**config.mk**
```make
export PLATFORM = sky130hd
export DESIGN_NAME = mux4in1_serializer
export DESIGN_NICKNAME = d
export VERILOG_FILES = /design/src/rtl/mux4in1_serializer.sv
export SDC_FILE = /design/constraint.sdc
export NUM_CORES = 1
export LEC_CHECK = 0
export ABC_AREA = 0
export ABC_CLOCK_PERIOD_IN_PS = 3000
export CAP_MARGIN = 40
export CORE_MARGIN = 2
export CORE_UTILIZATION = 42
export CTS_CLUSTER_DIAMETER = 40
export DETAILED_ROUTE_END_ITERATION = 12
export DONT_BUFFER_PORTS = 1
export GPL_TIMING_DRIVEN = 1
export PLACE_DENSITY = 0.57
export SLEW_MARGIN = 20
export SYNTH_ARGS = -nofsm -noshare
export SYNTH_HDL_FRONTEND = slang
export SYNTH_SLANG_ARGS = --single-unit
```
**constraint.sdc**
```tcl
create_clock -name clk -period 3 [get_ports clk]
set_input_delay 0.75 -clock clk [delete_from_list [all_inputs] [get_ports clk]]
set_output_delay 0.75 -clock clk [all_outputs]
set_load 0.1 [all_outputs]
```
**src/rtl/mux4in1_serializer.sv**
```systemverilog
// -----------------------------------------------------------------------------
// mux4in1_serializer
//   Accepts a bundle of four N-bit lanes in one cycle and emits the words one
//   per cycle on a single N-bit stream, tagged with their lane index.
//   Emission order is 0,1,2,3 (BITREV=0) or 0,2,1,3 (BITREV=1, 2-bit
//   bit-reversed order for FFT output reordering). A new bundle can be
//   accepted on the same cycle the last word transfers, so back-to-back
//   bundles stream without a bubble.
//
// Ports
//   clk        system clock, rising edge
//   rst        synchronous active-high reset
//   in0..in3   lane data, sampled only when in_valid & in_ready
//   in_valid   bundle on in0..in3 is valid
//   in_ready   bundle accepted this cycle (combinational from out_ready)
//   out        serialized word (registered)
//   out_sel    lane index of out (registered)
//   out_valid  out/out_sel/out_last valid (registered)
//   out_last   out is the 4th word of its bundle (registered)
//   out_ready  downstream accepts the current word
// -----------------------------------------------------------------------------
module mux4in1_serializer #(
  parameter int N      = 16,
  parameter bit BITREV = 1'b0
) (
  input  logic         clk,
  input  logic         rst,
  input  logic [N-1:0] in0,
  input  logic [N-1:0] in1,
  input  logic [N-1:0] in2,
  input  logic [N-1:0] in3,
  input  logic         in_valid,
  output logic         in_ready,
  output logic [N-1:0] out,
  output logic [1:0]   out_sel,
  output logic         out_valid,
  output logic         out_last,
  input  logic         out_ready
);

  localparam logic [0:0] ST_IDLE = 1'b0;
  localparam logic [0:0] ST_SEND = 1'b1;

  logic [0:0]   state_q, state_d;
  logic [1:0]   cnt_q, cnt_d;
  logic [N-1:0] bundle_q [4];
  logic [N-1:0] bundle_d [4];
  logic [N-1:0] out_q, out_d;
  logic [1:0]   sel_q, sel_d;
  logic         last_q, last_d;
  logic [1:0]   lane_d;
  logic         accept;
  logic         xfer;

  // Map emission position to lane index.
  function automatic logic [1:0] lane_of(input logic [1:0] pos);
    if (BITREV) begin
      return {pos[0], pos[1]};
    end else begin
      return pos;
    end
  endfunction

  // Handshake decode; a reload is only possible as the last word leaves.
  always_comb begin
    in_ready = (state_q == ST_IDLE) ||
               ((state_q == ST_SEND) && (cnt_q == 2'd3) && out_ready);
    accept   = in_valid && in_ready;
    xfer     = (state_q == ST_SEND) && out_ready;
  end

  // Next-state for FSM, position counter and bundle buffer.
  always_comb begin
    state_d  = state_q;
    cnt_d    = cnt_q;
    bundle_d = bundle_q;
    if (xfer && (cnt_q != 2'd3)) begin
      cnt_d = cnt_q + 2'd1;
    end else if (accept) begin
      bundle_d[0] = in0;
      bundle_d[1] = in1;
      bundle_d[2] = in2;
      bundle_d[3] = in3;
      cnt_d       = 2'd0;
      state_d     = ST_SEND;
    end else if (xfer) begin
      // Last word left and nothing waiting: fall back to idle.
      state_d = ST_IDLE;
    end else begin
      state_d = state_q;
    end
  end

  // Output word is selected from the next-state buffer/counter so that the
  // registered outputs line up with the state they describe.
  always_comb begin
    lane_d = lane_of(cnt_d);
    out_d  = out_q;
    sel_d  = sel_q;
    last_d = (state_d == ST_SEND) && (cnt_d == 2'd3);
    if (state_d == ST_SEND) begin
      out_d = bundle_d[lane_d];
      sel_d = lane_d;
    end else begin
      out_d = out_q;
      sel_d = sel_q;
    end
  end

  // State, buffer and output registers with synchronous reset.
  always_ff @(posedge clk) begin
    if (rst) begin
      state_q     <= ST_IDLE;
      cnt_q       <= 2'd0;
      bundle_q[0] <= '0;
      bundle_q[1] <= '0;
      bundle_q[2] <= '0;
      bundle_q[3] <= '0;
      out_q       <= '0;
      sel_q       <= 2'd0;
      last_q      <= 1'b0;
    end else begin
      state_q  <= state_d;
      cnt_q    <= cnt_d;
      bundle_q <= bundle_d;
      out_q    <= out_d;
      sel_q    <= sel_d;
      last_q   <= last_d;
    end
  end

  assign out       = out_q;
  assign out_sel   = sel_q;
  assign out_last  = last_q;
  assign out_valid = (state_q == ST_SEND);

endmodule

```
Yosys cells after proc, flatten, opt, wreduce, memory -nomap -nowiden

Cells that the tools add are included.

Add/sub/neg operators: 1
Order comparisons: 1
Equal/unequal tests: 3
Multiplexer cells: 10
Bitwise operators: 2
Reduce and logical (&&, ||, !) cells: 7

Operator list:

| kind                                                          | count |
|---|---|
| 64-bit two-way mux                                            | 2 |
| 16-bit binary-select mux with 2-bit select                    | 1 |
| 16-bit two-way mux                                            | 2 |
| 1-bit logical AND                                             | 6 |
| 2-bit == test, second input constant                          | 2 |
| 2-bit two-way mux                                             | 2 |
| 3-bit >= comparator, second input constant                    | 1 |
| 1-bit two-way mux                                             | 3 |
| 2-bit NOT with 3-bit output                                   | 1 |
| 2-bit by 1-bit adder with 2-bit output, second input constant | 1 |
| 2-bit inequality test, second input constant                  | 1 |
| 1-bit logical OR                                              | 1 |
| 1-bit NOT                                                     | 1 |

Bits in registers: 86
Input port bits: 68
Output and inout port bits: 21
Word-level logic and storage cells: 33

Depth between registers and ports, before layout

Word-level depth: 11
Mapped depth: 8
Depth with buffers taken out: 6

Least setup slack after synthesis

Ideal clock, no wire load.

Path kind: flip-flop to output port
Start: register state_q (netlist: out_valid)
End: output port in_ready
Data arrival time: 2.117 ns
Required time: 2.250 ns
Slack: 0.133 ns
Stages on the path, launching flop included: 5
Path buffers: 1
Path through: dfxtp_1 > inv_1 > a21oi_2 > inv_2 > clkbuf_1

Longest elaborated chain between the ends: 3
Elaborated cells on any way between the ends: 4
Classes of those cells: bitwise (1); reduce/logical (3)

RTL lines:

| item                           | line | text |
|---|---|---|
| start: declaration             | 44   | `logic [0:0] state_q, state_d;` |
| start signal: assignment       | 123  | `state_q <= state_d;` |
| 1-bit logical AND (2 in a row) | 67   | `((state_q == ST_SEND) && (cnt_q == 2'd3) && out_ready);` |
| 1-bit logical OR (*)           | 66   | `in_ready = (state_q == ST_IDLE) \|\|` |
| end: declaration               | 33   | `output logic in_ready,` |

Mark *: on every way between the ends. The rest lies on a longest branch, timed or not.

Worst setup path in the final report

Start: register cnt_q[1]
End: output port in_ready

Longest elaborated chain between the ends: 4

RTL lines:

| item                           | line | text |
|---|---|---|
| start: declaration             | 45   | `logic [1:0] cnt_q, cnt_d;` |
| start signal: assignment       | 124  | `cnt_q <= cnt_d;` |
| 2-bit == test                  | 67   |  |
| 1-bit logical AND (2 in a row) | 67   |  |
| 1-bit logical OR               | 66   |  |

Every way passes these cells.

==> out/results.txt <==
status: finished clean
Simple-Gate Fraction of Synth Area: 0.1821
clock latency on the worst-skew pair: 0.35 ns
met2 Track Usage GR: 0.2916
Final ANT Viol Nets: 0
Finished Core Util: 0.5017
number of fill cells: 847
peak supply drop: 0.2703 mV
largest family of logic cells by synthesized area: compound AO/OA/AOI/OAI gates
total power draw: 2.748 mW
Primary FF master, synth: dfxtp_1
compound-gate portion of the synthesized area: 0.1977
Total GRT Usage: 0.1908
largest net degree at the start of global routing: 83
Starting DRT DRC Count: 117
Row Count: 34
Final Skew: 0.009239 ns
Placed Cells: 539
crit path launch type: register
leakage: 1.773 nW
setup violators final: 0
CTS tree: yes
Logic pwr share: 0.183
Detailed Place HPWL: 6122 µm
global-route wire length before repair: 14880 µm
CP Capture Type: output port
Final Cycle Share: 0.7994
Clk network pwr share: 0.360
top-area cell type share of the netlist area: 0.4549
relative slew slack: 0.6071
gr ovfl total: 0
pins over their slew limit: 0
final WL: 9148 µm
Post-Syn Nets: 506
Tmin final: 2.398 ns
yosys warns: 0
CTS buffer count: 9
DIE WIDTH: 98.93 µm
# hold bufs at CTS: 0
synth top area cells: dfxtp_1 (45%), nand2_1 (14%), mux2i_1 (9.0%)
Reg2Reg Launch Point: cnt_q[0]
Req. time, crit path: 2.25 ns
area of the multi-input gates: 1862 µm²
EDFF count, synth: 0
setup TNS after final layout: 0 ns
clock root buffer: clkbuf_8
core area: 8721 µm²
Max-Cap Viols: 0
routed length per instance: 16.48 µm
die height: 98.93 µm
Switch Pwr: 0.7812 mW
sequential cell area: 1722 µm²
XOR/XNOR Fraction of Synth Area: 0
CTS H-Tree Depth: 3
worst-path fanout max: 13
CP Launch Point: cnt_q[1]
mux share of post-synthesis cell area: 0.1078
Seq/Total Area, Yosys: 0.4549
number of synthesized register bits: 86
cell count after synthesis: 437
CP arrival: 1.65 ns
Netlist Area Pre-Place: 3785 µm²
die area: 9787 µm²
GRT busiest layer: met2
Ports: 89
critical path type: reg -> out
vias in the first global route: 2927
clock-pin slew on the worst setup and hold paths: 0.09 ns
final hold violations: 0
max frequency: 417.0 MHz
Pwr per Cell Area: 628.0 nW/µm²
worst slack, placed: 0.5407 ns
initial antenna violation count: 0
Worst-Margin Slew: 0.5894 ns
GR Layer Usage met3: 0.05532
CTS resizes: 0
Post-route DRC: 0
vias per cell: 5.377
nets: 511
layout cells sized above 1: 0.1544
sequential share of power: 0.457
met1 Usage GRT: 0.2572
number of post-CTS setup repair buffers: 0
Pint: 1.967 mW
post-synth top area cell: dfxtp_1
Starting Density: 0.4340
async set-reset flop share out of synthesis: 0
hold path start: bundle_q[47]
Final Non-Filler Cells: 555
port bufs: 0
via count: 2984
synthesized area per cell: 8.661 µm²
Antenna Cells: 0
adder-cell share of the synthesized area: 0.003306
RSZ-0062 raised after global routing: false
Placer Congestion: 0.7482
CTS Buffer Depth: 2
PnR worst setup slack: 0.6017 ns
hold crit path type: reg -> reg
R2R cell count: 7
First-pass DRT Iterations: 4
Net Sw Frac: 0.2843
WHS Path Cells: 2
Layout area overhead: 15.60%
Synth cell types: 37
CTS Sinks: 86
[routing by layer]
| metal | wire length (µm) | vias to the layer above | share of wire |
|---|---|---|---|
| met5 | 0 | - | 0 |
| met4 | 146 | 0 | 0.016 |
| met3 | 551 | 13 | 0.060 |
| met2 | 4154 | 73 | 0.45 |
| met1 | 4296 | 1397 | 0.47 |
| li1 | - | 1501 | - |
[area by class of cell]
| type | instances | area share |
|---|---|---|
| Sequential cell | 86 | 0.3935 |
| Clock buffer | 11 | 0.03231 |
| Multi-Input combinational cell | 314 | 0.4255 |
| Tap cell | 108 | 0.03088 |
| Timing Repair Buffer | 28 | 0.09094 |
| Inverter | 3 | 0.002574 |
| Clock inverter | 5 | 0.02431 |
[path summary, 6_finish.rpt]
path / to / slack, ns
worst max-delay path: in_ready / 0.60
worst max register to register: out[0] / 0.61
worst min register to register: bundle_q[47] / 0.45
worst min-delay path: bundle_q[47] / 0.45
[synth_stat cells (2+ instances only)]
cell type	n
nand2_1	137
dfxtp_1	86
a21oi_1	67
mux2i_1	34
clkbuf_1	16
buf_2	12
a21o_1	9
a211oi_2	7
nor2_1	7
nor2b_1	7
a221oi_2	6
mux2_2	6
o221ai_1	6
a221oi_1	3
and2_1	3
nand3b_1	3
nor3_1	3
buf_1	2
buf_12	2
inv_1	2
nand2b_1	2
o21ai_0	2
[layout by cell type, fill, tap and decap left out, types with 2 or more instances in the layout]
master and n:
a211oi_2 7, a21o_1 9, a21oi_1 67, a221oi_1 3
a221oi_2 6, and2_1 2, buf_16 5, buf_4 12
buf_8 10, bufinv_16 3, clkbuf_8 10, dfxtp_1 86
inv_1 2, mux2_2 6, mux2i_1 34, nand2_1 136
nand2b_1 2, nand3b_1 3, nor2_1 7, nor2b_1 7
nor3_1 3, o21ai_0 2, o221ai_1 6
[logic make-up (layout without fill, tap and decap cells)]
group,after synthesis,in the layout
multiplexers,40,40
AND/OR/NAND/NOR,166,166
AO/OA/AOI/OAI,107,107
buffers and inverters,37,47
adder cells (fa/ha/maj),1,1
flip-flops,86,86
[power groups by stage]
stage	sequential [mW]	clock (mW)	combinational [mW]
final	1.26	0.988	0.504
after global routing	1.26	1.05	0.539
after CTS	1.26	1.01	0.508
after detailed placement	1.28	0	0.507
after global placement	1.39	0	0.324
after floorplan	1.42	0	0.258
[sequential cells by signal, indices dropped and copies added (netlist names)]
| signal | flops |
|---|---|
| bundle_q | 64 |
| cnt_q | 2 |
| out | 16 |
| out_last | 1 |
| out_sel | 2 |
| out_valid | 1 |
[worst max-delay path, stage by stage (launching register included)]
cell     delay, ns
dfxtp_1       0.39
ha_1          0.31
a21oi_2       0.13
inv_2         0.07
buf_4         0.37
[per-stage QoR]
step | hold WS (ns) | area (µm²)
after floorplan | 0.4318 | 3785
after global placement | 0.4353 | 3820
after detailed placement | 0.4393 | 4128
after CTS | 0.4488 | 4375
after global routing | 0.4478 | 4375
final | 0.4512 | 4375
(Power assumes the default switching activity.)
